==> config.mk <==
export PLATFORM = sky130hd
export DESIGN_NAME = warp_scheduler
export DESIGN_NICKNAME = d
export VERILOG_FILES = /design/src/rtl/warp_scheduler.sv
export SDC_FILE = /design/constraint.sdc
export NUM_CORES = 1
export LEC_CHECK = 0
export CAP_MARGIN = 20
export CORE_MARGIN = 8
export CORE_UTILIZATION = 55
export DETAILED_ROUTE_END_ITERATION = 8
export PLACE_DENSITY_LB_ADDON = 0.05
export RECOVER_POWER = 50
export SYNTH_ARGS = -nofsm -noshare
export SYNTH_HDL_FRONTEND = slang
export SYNTH_SLANG_ARGS = --single-unit
==> constraint.sdc <==
create_clock -name clk -period 6.11 [get_ports clk]
set_input_delay 0.9165 -clock clk [delete_from_list [all_inputs] [get_ports clk]]
set_output_delay 0.9165 -clock clk [all_outputs]
set_load 0.1 [all_outputs]
==> src/rtl/warp_scheduler.sv <==
// warp_scheduler: round-robin multi-warp core_state sequencer; define DIVERGENCE_CHECK_EN for the sticky divergence flag
module warp_scheduler #(
  parameter int WARPS = 4,
  parameter int THREADS_PER_WARP = 4,
  parameter int PC_BITS = 8,
  parameter int WARP_ID_BITS = 2
) (
  input  logic                                clk,
  input  logic                                reset,
  input  logic                                start,
  input  logic [7:0]                          thread_count,
  input  logic [2:0]                          fetcher_state,
  input  logic                                decoded_mem_read_enable,
  input  logic                                decoded_mem_write_enable,
  input  logic                                decoded_ret,
  input  logic [2*THREADS_PER_WARP-1:0]       lsu_state,
  input  logic [PC_BITS*THREADS_PER_WARP-1:0] next_pc,
  output logic [2:0]                          core_state,
  output logic [WARP_ID_BITS-1:0]             current_warp,
  output logic [PC_BITS-1:0]                  current_pc,
  output logic [THREADS_PER_WARP-1:0]         thread_enable,
  output logic                                diverged,
  output logic                                done
);
  typedef enum logic [2:0] {IDLE, FETCH, DECODE, REQUEST, WAIT, EXECUTE, UPDATE, DONE} state_t;
  state_t state_q, state_d;
  logic [WARP_ID_BITS-1:0] warp_q, warp_d;
  logic [PC_BITS-1:0] pc_q [WARPS];
  logic [PC_BITS-1:0] pc_d [WARPS];
  logic [THREADS_PER_WARP-1:0] mask_q [WARPS];
  logic [THREADS_PER_WARP-1:0] mask_d [WARPS];
  logic [WARPS-1:0] wdone_q, wdone_d;
  logic div_q, div_d;
  logic [THREADS_PER_WARP-1:0] cur_mask;
  logic [PC_BITS-1:0] lead_pc;
  logic busy;
  always_comb begin
    cur_mask = mask_q[warp_q];
    lead_pc = '0;
    busy = 1'b0;
    for (int t = THREADS_PER_WARP - 1; t >= 0; t--)
      if (cur_mask[t]) lead_pc = next_pc[t*PC_BITS +: PC_BITS];
    for (int t = 0; t < THREADS_PER_WARP; t++)
      busy |= cur_mask[t] & (lsu_state[2*t] ^ lsu_state[2*t+1]);
    state_d = state_q;
    warp_d = warp_q;
    pc_d = pc_q;
    mask_d = mask_q;
    wdone_d = wdone_q;
    div_d = div_q;
    case (state_q)
      IDLE: if (start) begin
        for (int w = 0; w < WARPS; w++) begin
          for (int t = 0; t < THREADS_PER_WARP; t++)
            mask_d[w][t] = (w * THREADS_PER_WARP + t) < int'(thread_count);
          wdone_d[w] = ~|mask_d[w];
          pc_d[w] = '0;
        end
        div_d = 1'b0;
        warp_d = '0;
        state_d = thread_count == 8'd0 ? DONE : FETCH;
      end
      FETCH: state_d = fetcher_state == 3'b010 ? DECODE : FETCH;
      DECODE: state_d = REQUEST;
      REQUEST: state_d = WAIT;
      WAIT: state_d = busy && (decoded_mem_read_enable || decoded_mem_write_enable) ? WAIT : EXECUTE;
      EXECUTE: state_d = UPDATE;
      UPDATE: begin
        if (decoded_ret) wdone_d[warp_q] = 1'b1;
        else begin
          pc_d[warp_q] = lead_pc;
`ifdef DIVERGENCE_CHECK_EN
          for (int t = 0; t < THREADS_PER_WARP; t++)
            div_d |= cur_mask[t] && next_pc[t*PC_BITS +: PC_BITS] != lead_pc;
`endif
        end
        state_d = DONE;
        for (int k = WARPS; k >= 1; k--)
          if (!wdone_d[(int'(warp_q) + k) % WARPS]) begin
            warp_d = WARP_ID_BITS'((int'(warp_q) + k) % WARPS);
            state_d = FETCH;
          end
      end
      default: state_d = state_q;
    endcase
  end
  always_ff @(posedge clk) begin
    if (!reset) begin
      state_q <= IDLE;
      warp_q <= '0;
      pc_q <= '{default: '0};
      mask_q <= '{default: '0};
      wdone_q <= '0;
      div_q <= 1'b0;
    end else begin
      state_q <= state_d;
      warp_q <= warp_d;
      pc_q <= pc_d;
      mask_q <= mask_d;
      wdone_q <= wdone_d;
      div_q <= div_d;
    end
  end
  assign core_state = state_q;
  assign current_warp = warp_q;
  assign current_pc = pc_q[warp_q];
  assign thread_enable = state_q != IDLE && state_q != DONE ? cur_mask : '0;
  assign diverged = div_q;
  assign done = state_q == DONE;
endmodule

==> flow_summary.ini <==
[status]
status = finished with violations
violations = capacitance limit, slew limit

[worst_setup_path]
critPathBufInv = 1
worstSetupPathType = flop to output port
critical-path-top-delay-family = buffers and inverters
required_ps = 5190
cp.arrival_ps = 3340
crit_fanout = 24
crit_path_top_delay_cell = clkdlybuf4s50_1
max_stage_delay_ps = 1140
endpoint_kind = output port
startpoint_type = flop
crit_path_cell_trace = mux4_2 -> and3_1 -> clkdlybuf4s50_1

[sta]
grt_setup_unrepaired = false
skew_ps = 9.40
slew_headroom_pct = -4.01
fin_crit_ps = 4260
hold_viol_final = 0
fin_crit_sh_pct = 69.7
max_freq_mhz = 235
slew_violations = 28
setup_violations = 0
max_slew.worst_pin.slew_ps = 1550
finalSetupTns_ps = 0

[synthesis]
ys_seq_elements = 57
synthesis.area_sq_um = 3340
synth-edff-count = 0
syn_avg_cell_area_sq_um = 9.09
synthCells = 368
syn_nets = 429
ys.flop_type = dfxtp_1
yosys_warnings = 0
seq_area_frac_synth_pct = 34.1
synthArstFlopShare_pct = 0
synth_cell_types = 59

[power]
power.density_nw_per_um2 = 220
max-vdd-ir-drop_mv = 0.170
leakage_nw = 1.51

[die]
start_util_pct = 56.8
core_area_sq_um = 5890
fp.dieH_microns = 94.0
dieWidth_microns = 94.0
rows = 28
dieArea_sq_um = 8830
io_pins = 76

[finish]
nets = 483
finalInstanceArea_sq_um = 4250
layout_commonest_cell = clkdlybuf4s50_1
final_cell_mix = clkdlybuf4s50_1 (72), dfxtp_1 (57), nor2_1 (23)
final.fill_count = 463
syn2layout_area_growth_pct = 27.2
final_layout_size_suffix_gt1_share_pct = 9.60
diodes = 0

[grt]
grt_pass1_wl_mm = 16.6
grt_pass1_vias = 3260
grt.total_usage_pct = 23.9
grt_antenna_before_repair = 0
grt_overflow = 0
grt_max_degree = 36

[clocking]
clockBufferDepth = 2
cts_buffers = 9
cts.clk_slew.worst_paths_ps = 60
holdBufCountCts = 0
root_buffer = clkbuf_8
clk_latency_ps = 340
cts_tree = built
cts_sinks = 57
htreeDepth = 3
cts_resized = 0
post_cts_buffers = 0

[placed_design]
portBuffers = 74
gp_congestion = 0.919
dp_hpwl_mm = 7.07
dpl-instance-area_sq_um = 4040

[routing]
drc_errors = 0
antenna_left = 0
vias_per_cell = 6.54
drt_iter0_markers = 244
firstDrtPassIters = 5
wl_per_cell_microns = 20.6
via_count = 3285
routed_wl_mm = 10.4

[job]
drv_cap = 1

[worst_hold_path]
hp-class = flop to flop
## cells in the mapped netlist, types with 2 or more instances
library cell  count  area [sq um]
buf_1             2          7.51
o21ai_0          17          85.1
nor2_1           22          82.6
or3_1             3          18.8
clkinv_1          2          7.51
nor2b_1           4          25.0
clkbuf_1         24          90.1
ha_1              4          50.1
buf_2             5          25.0
nand4b_1          3          26.3
a31oi_1          13          81.3
and2_1            3          18.8
and3_1            8          50.1
o21a_1            5          37.5
a21o_1            9          67.6
a221o_1           6          60.1
nand3_1           8          40.0
nand2b_1          7          43.8
nand3b_1          7          52.6
dfxtp_1          57          1140
nand2_1          22          82.6
o22ai_1          18           113
nor3_1            7          35.0
a211oi_2          2          25.0
o31a_1            2          17.5
mux4_2           14           315
xor2_1            4          35.0
a32oi_1           3          26.3
inv_1             3          11.3
mux2i_1           4          40.0
o32ai_1           7          61.3
a311oi_1          4          35.0
buf_6             2          22.5
a211oi_1          5          37.5
nor2_2            2          12.5
a22oi_1          22           165
a21oi_1          16          80.1
## layer usage
metal  track usage (%)  vias to the layer above  wire length [microns]
li1                  -                     1546                      -
met1              28.1                     1538                   4250
met2              39.6                      178                   4970
met3              6.95                       23                    895
met4              10.2                        0                    242
met5                 0                        -                      0
## layout make-up
cell class / count / area [sq um] / area share [%]
Multi-Input combinational cell: 271 / 2020 / 47.6
Sequential cell: 57 / 1140 / 26.8
Timing Repair Buffer: 78 / 767 / 18.0
Clock buffer: 14 / 173 / 4.06
Tap cell: 75 / 93.8 / 2.21
Clock inverter: 2 / 35.0 / 0.824
Inverter: 5 / 18.8 / 0.441
## per-stage QoR
step / worst slack [ps] / std cells / utilization [%] / power, W / hold WS (ps)
final: 1850 / 502 / 72.3 / 0.000934 / 480
after CTS: 1870 / 501 / 72.2 / 0.000933 / 480
after floorplan: 2500 / 368 / - / 0.000504 / 452
after global placement: 2240 / 485 / 68.7 / 0.000570 / 461
after detailed placement: 2220 / 485 / 68.7 / 0.000572 / 470
after global routing: 1730 / 502 / 72.3 / 0.000969 / 514
## state kept, by name, summed over array words and instances (netlist names)
name and count:
core_state 3, current_warp 2, mask_q 16, pc_q 32, wdone_q 4
## where the power goes
group | total, W | internal [W] | switching (W)
registers | 0.000393 | 0.000383 | 0.00000933
logic | 0.000173 | 0.0000719 | 0.000101
clock network | 0.000368 | 0.000221 | 0.000147
## worst min-delay path: stages, from the launching register on
cell and delay [ps]:
dfxtp_1 310, nand2_1 70, a211oi_2 60
## logic make-up after synthesis
group | count (synthesis) | synth area share, %
AO/OA/AOI/OAI | 138 | 29.9
AND/OR/NAND/NOR | 105 | 17.2
flip-flops | 57 | 34.1
buffers and inverters | 40 | 5.27
multiplexers | 18 | 10.6
XOR/XNOR | 5 | 1.31
adder cells (fa/ha/maj) | 4 | 1.50
other | 1 | 0.112
## worst paths after layout
check                           slack (ps)  depth (start not counted)          endpoint             from
worst max-delay path                  1850                          3  thread_enable[0]  current_warp[1]
worst min-delay path                   480                          2          pc_q[22]         pc_q[22]
worst max register to register        3190                          7   current_warp[0]  current_warp[1]
worst min register to register         480                          2          pc_q[22]         pc_q[22]
Power figures use the tool's default switching activity.
==> RTL change 1, RTL diff (config.mk and constraints unchanged) <==
The parameter `THREADS_PER_WARP` goes from 4 to 8.
--- a/src/rtl/warp_scheduler.sv
+++ b/src/rtl/warp_scheduler.sv
@@ -1,7 +1,7 @@
 // warp_scheduler: round-robin multi-warp core_state sequencer; define DIVERGENCE_CHECK_EN for the sticky divergence flag
 module warp_scheduler #(
   parameter int WARPS = 4,
-  parameter int THREADS_PER_WARP = 4,
+  parameter int THREADS_PER_WARP = 8,
   parameter int PC_BITS = 8,
   parameter int WARP_ID_BITS = 2
 ) (
Ports: changed (resized lsu_state, next_pc and thread_enable); port bits go from 76 to 120. The function was not compared with the original's and may differ.
==> RTL change 1 against the original RTL <==
  * Sequential power is 32% higher
  * Wire length grew 38%
  * Area after synthesis rose by 35%
  * Sequential cell count grew 16
  * Power is 27% higher
  * Final area is 37% higher
  * Register-to-register slack got worse by 1.2 ns
  * Non-clock buffer count increased by 45
  * Setup slack got worse by 0.63 ns
  * Via count grew 38%
  * Largest cell class unchanged
==> RTL change 1: results (changes against the original RTL) <==
layout-drive-gt1-share: 0.0994  # was 0.0960
gr-usage-met2: 0.399  # was 0.396
min_to: "pc_q[17]"  # was pc_q[22]
outcome: "complete, no violations"  # was complete, but fails checks
r2r-start: "current_warp[0]"  # was current_warp[1]
leakagePower_nw: 2.10  # was 1.51 nW
period_needed_ns: 4.89  # was 4.26 ns
placed_area_sq_mm: 0.00566  # was 0.00404 sq mm
seq_share: 0.252  # was 0.268
yosysSeqAreaShare: 0.324  # was 0.341
drt-vias-per-instance: 6.22  # was 6.54
multi_input_area_share: 0.466  # was 0.476
bufAreaShareNonClock: 0.208  # was 0.180
layout.nets: 720  # was 483
dp_slack_ns: 2.09  # was 2.22 ns
gp_congestion: 0.848  # was 0.919
worstSkewPairLatency_ns: 0.36  # was 0.34 ns
arrival_ns: 3.97  # was 3.34 ns
synthTopCellsByCount: "73 x dfxtp_1, 44 x a21oi_1, 41 x nand2_1"  # was 57 x dfxtp_1, 24 x clkbuf_1, 22 x a22oi_1, 22 x nand2_1, 22 x nor2_1
synth_cells: 523  # was 368
dr_wl_met3_mm: 1.20  # was 895 microns
dp.cells: 713  # was 485
drtIter0Drc: 266  # was 244
max_slew.worst_pin.slew_ns: 1.29  # was 1.55 ns
nNonClkInverters: 30  # was 5
wl_met2_mm: 6.68  # was 4.97 mm
met1_usage: 0.334  # was 0.281
nNonClkBuffers: 123  # was 78
fill_cells: 652  # was 463
vias: 4533  # was 3285
nClkBuffers: 9  # was 14
reg2regPathDepth: 6  # was 7
grt_pass1_wl_mm: 23.0  # was 16.6 mm
multi_input_area_sq_mm: 0.00271  # was 0.00202 sq mm
r2r-end: "pc_q[1]"  # was current_warp[0]
clk_share: 0.0317  # was 0.0488
ys_types: 61  # was 59
comb.multi_input.count: 382  # was 271
grt_max_degree: 49  # was 36
track_usage: 0.251  # was 0.239
port_buffers: 118  # was 74
finClkSkew_ns: 0.0176  # was 0.00940 ns
wl_met1_mm: 6.16  # was 4.25 mm
grt_pass1_vias: 4342  # was 3260
hpwl_mm: 10.6  # was 7.07 mm
synthTopCellsByArea: "dfxtp_1 32%, mux4_2 8.0%, a22oi_1 5.7%, a21oi_1 4.9%, o21ai_1 3.5%"  # was dfxtp_1 34%, mux4_2 9.4%, a22oi_1 4.9%, o22ai_1 3.4%, clkbuf_1 2.7%
cp_max_fo: 18  # was 24
ir_worst_vdd_v: 0.000180  # was 0.000170 V
rrSetupSlack_ns: 1.98  # was 3.19 ns
-- RTL change 1: cell count changes after synthesis, moves of 16 or more --
cell     before  now
dfxtp_1      57   73
a21oi_1      16   44
o22ai_1      18    2
o21ai_1       0   32
nand2_1      22   41
inv_1         3   30
-- RTL change 1: worst max-delay path, cell delays in order (launching register included) --
cell	delay, ns
dfxtp_1	0.74
clkbuf_1	0.80
mux4_2	0.83
and3_1	0.27
clkdlybuf4s50_1	0.96
-- RTL change 1: power by group --
group          leakage [nW]  internal, mW  switching, mW
clock network        0.0848         0.154          0.215
logic                  1.42         0.128          0.173
registers             0.597         0.498         0.0187
total                  2.10         0.781          0.407
-- RTL change 1: cells by family after synthesis --
family                   count (synthesis)  synth area share
AO/OA/AOI/OAI                          200             0.305
AND/OR/NAND/NOR                        144             0.169
flip-flops                              73             0.324
buffers and inverters                   68            0.0710
multiplexers                            25             0.104
XOR/XNOR                                 8            0.0155
adder cells (fa/ha/maj)                  4            0.0111
other                                    1          0.000831
==> RTL change 2, RTL diff (config.mk and constraints unchanged) <==
Without the edit above. Make the reset (`reset`) asynchronous in one clocked block.
--- a/src/rtl/warp_scheduler.sv
+++ b/src/rtl/warp_scheduler.sv
@@ -84,7 +84,7 @@
       default: state_d = state_q;
     endcase
   end
-  always_ff @(posedge clk) begin
+  always_ff @(posedge clk or negedge reset) begin
     if (!reset) begin
       state_q <= IDLE;
       warp_q <= '0;
Function: differs if reset is asserted again (counterexample within 4 cycles, from zero or initial values and one cycle with reset low); with reset held inactive, the same outputs for 4 cycles.
==> RTL change 2 against the original RTL <==
  * The run still ends with max-capacitance violations, max-slew violations left
  * Hold slack gained 0.025 ns
  * Die area shrank 0.34%
  * Wire length shrank 4.5%
  * Area after synthesis shrank 0.41%
  * Highest routed layer unchanged
  * Synthesized cell count shrank 12%
  * Clock skew shrank 0.0014 ns
  * Setup slack gained 0.23 ns
  * Critical endpoint is now thread_enable[1]
  * Sequential cell count is the same
  * Register-to-register slack lost 0.10 ns
  * Final area grew 0.85%
Power is not compared: it rests on default switching activity, and its combinational part moved more than twofold at a synthesized area within 25%.
==> RTL change 2: results (changes against the original RTL) <==
dr.pass1.iters: 4  # was 5
relSlewSlack: -1.04  # was -0.0401
r2r-end: "current_warp[0]"  # unchanged
synthTopCellsByCount: "57 x dfrtp_1, 45 x o21ai_0, 34 x a22oi_1"  # was 57 x dfxtp_1, 24 x clkbuf_1, 22 x a22oi_1, 22 x nand2_1, 22 x nor2_1
crit_end: "thread_enable[1]"  # was thread_enable[0]
layout.nets: 453  # was 483
drtIter0Drc: 131  # was 244
gp_congestion: 0.830  # was 0.919
grt_pass1_vias: 3156  # was 3260
hpwl_mm: 7.00  # was 7.07 mm
fill_cells: 456  # was 463
drt-total-wl_mm: 9.89  # was 10.4 mm
track_usage: 0.235  # was 0.239
placed_area_sq_mm: 0.00408  # was 0.00404 sq mm
syn_nets: 386  # was 429
violations: "max-capacitance violations, max-slew violations"  # unchanged
grt_max_degree: 58  # was 36
outcome: "complete, but fails checks"  # unchanged
synthArstFlopShare: 1.00  # was 0
multi_input_area_sq_mm: 0.00177  # was 0.00202 sq mm
cp_max_fo: 20  # was 24
fmax_mhz: 248  # was 235 MHz
finClkSkew_ns: 0.00802  # was 0.00940 ns
slew_viol_final: 58  # was 28
rrSetupSlack_ns: 3.09  # was 3.19 ns
synthTopCellsByArea: "dfrtp_1 43%, a22oi_1 7.7%, mux4_2 6.8%, o21ai_0 6.8%, mux2i_1 3.9%"  # was dfxtp_1 34%, mux4_2 9.4%, a22oi_1 4.9%, o22ai_1 3.4%, clkbuf_1 2.7%
ys_types: 50  # was 59
vias: 3059  # was 3285
drv_cap: 1  # unchanged
## RTL change 2: worst min-delay path by stage
stage,cells past startpoint,from,slack [ns],endpoint
finish,2,mask_q[11],0.51,mask_q[11]
global route,1,mask_q[3],0.52,mask_q[3]
CTS,1,mask_q[8],0.51,mask_q[8]
detailed placement,1,mask_q[12],0.49,mask_q[12]
global placement,1,mask_q[3],0.48,mask_q[3]
floorplan,1,mask_q[3],0.46,mask_q[3]
## RTL change 2: area by class of cell
| type | instances | area share |
|---|---|---|
| repair buffers | 79 | 0.179 |
| multi-input cells | 239 | 0.412 |
| clock buffers | 12 | 0.0338 |
| inverters | 6 | 0.00525 |
| flip-flops and latches | 57 | 0.333 |
| well taps | 75 | 0.0219 |
| clock inverters | 3 | 0.0152 |
## RTL change 2: power groups by stage
stage	clock [mW]	sequential (mW)	combinational [mW]
floorplan	0	0.622	0.780
global placement	0	0.582	1.08
detailed placement	0	0.589	1.11
CTS	0.386	0.584	1.12
global route	0.403	0.604	1.18
finish	0.382	0.586	1.11
## RTL change 2: kinds of logic after synthesis
group / Yosys count / synth area share
xor+xnor: 4 / 0.0105
simple gates: 63 / 0.0935
other cells: 1 / 0.00113
fa+ha+maj: 4 / 0.0150
mux: 30 / 0.140
buf+inv: 29 / 0.0424
flops: 57 / 0.428
compound gates: 137 / 0.269
## RTL change 2: per-layer routing
layer,global-route usage,routed length [microns],vias to the layer above
met5,0,0,-
met1,0.274,3880,1496
met3,0.0464,744,22
met4,0.102,253,0
met2,0.408,5010,148
li1,-,-,1393
## RTL change 2: critical path: stages, from the launching register on
cell and delay, ns:
dfrtp_1 0.85, mux4_2 0.58, and3_1 0.20, clkdlybuf4s50_1 1.13
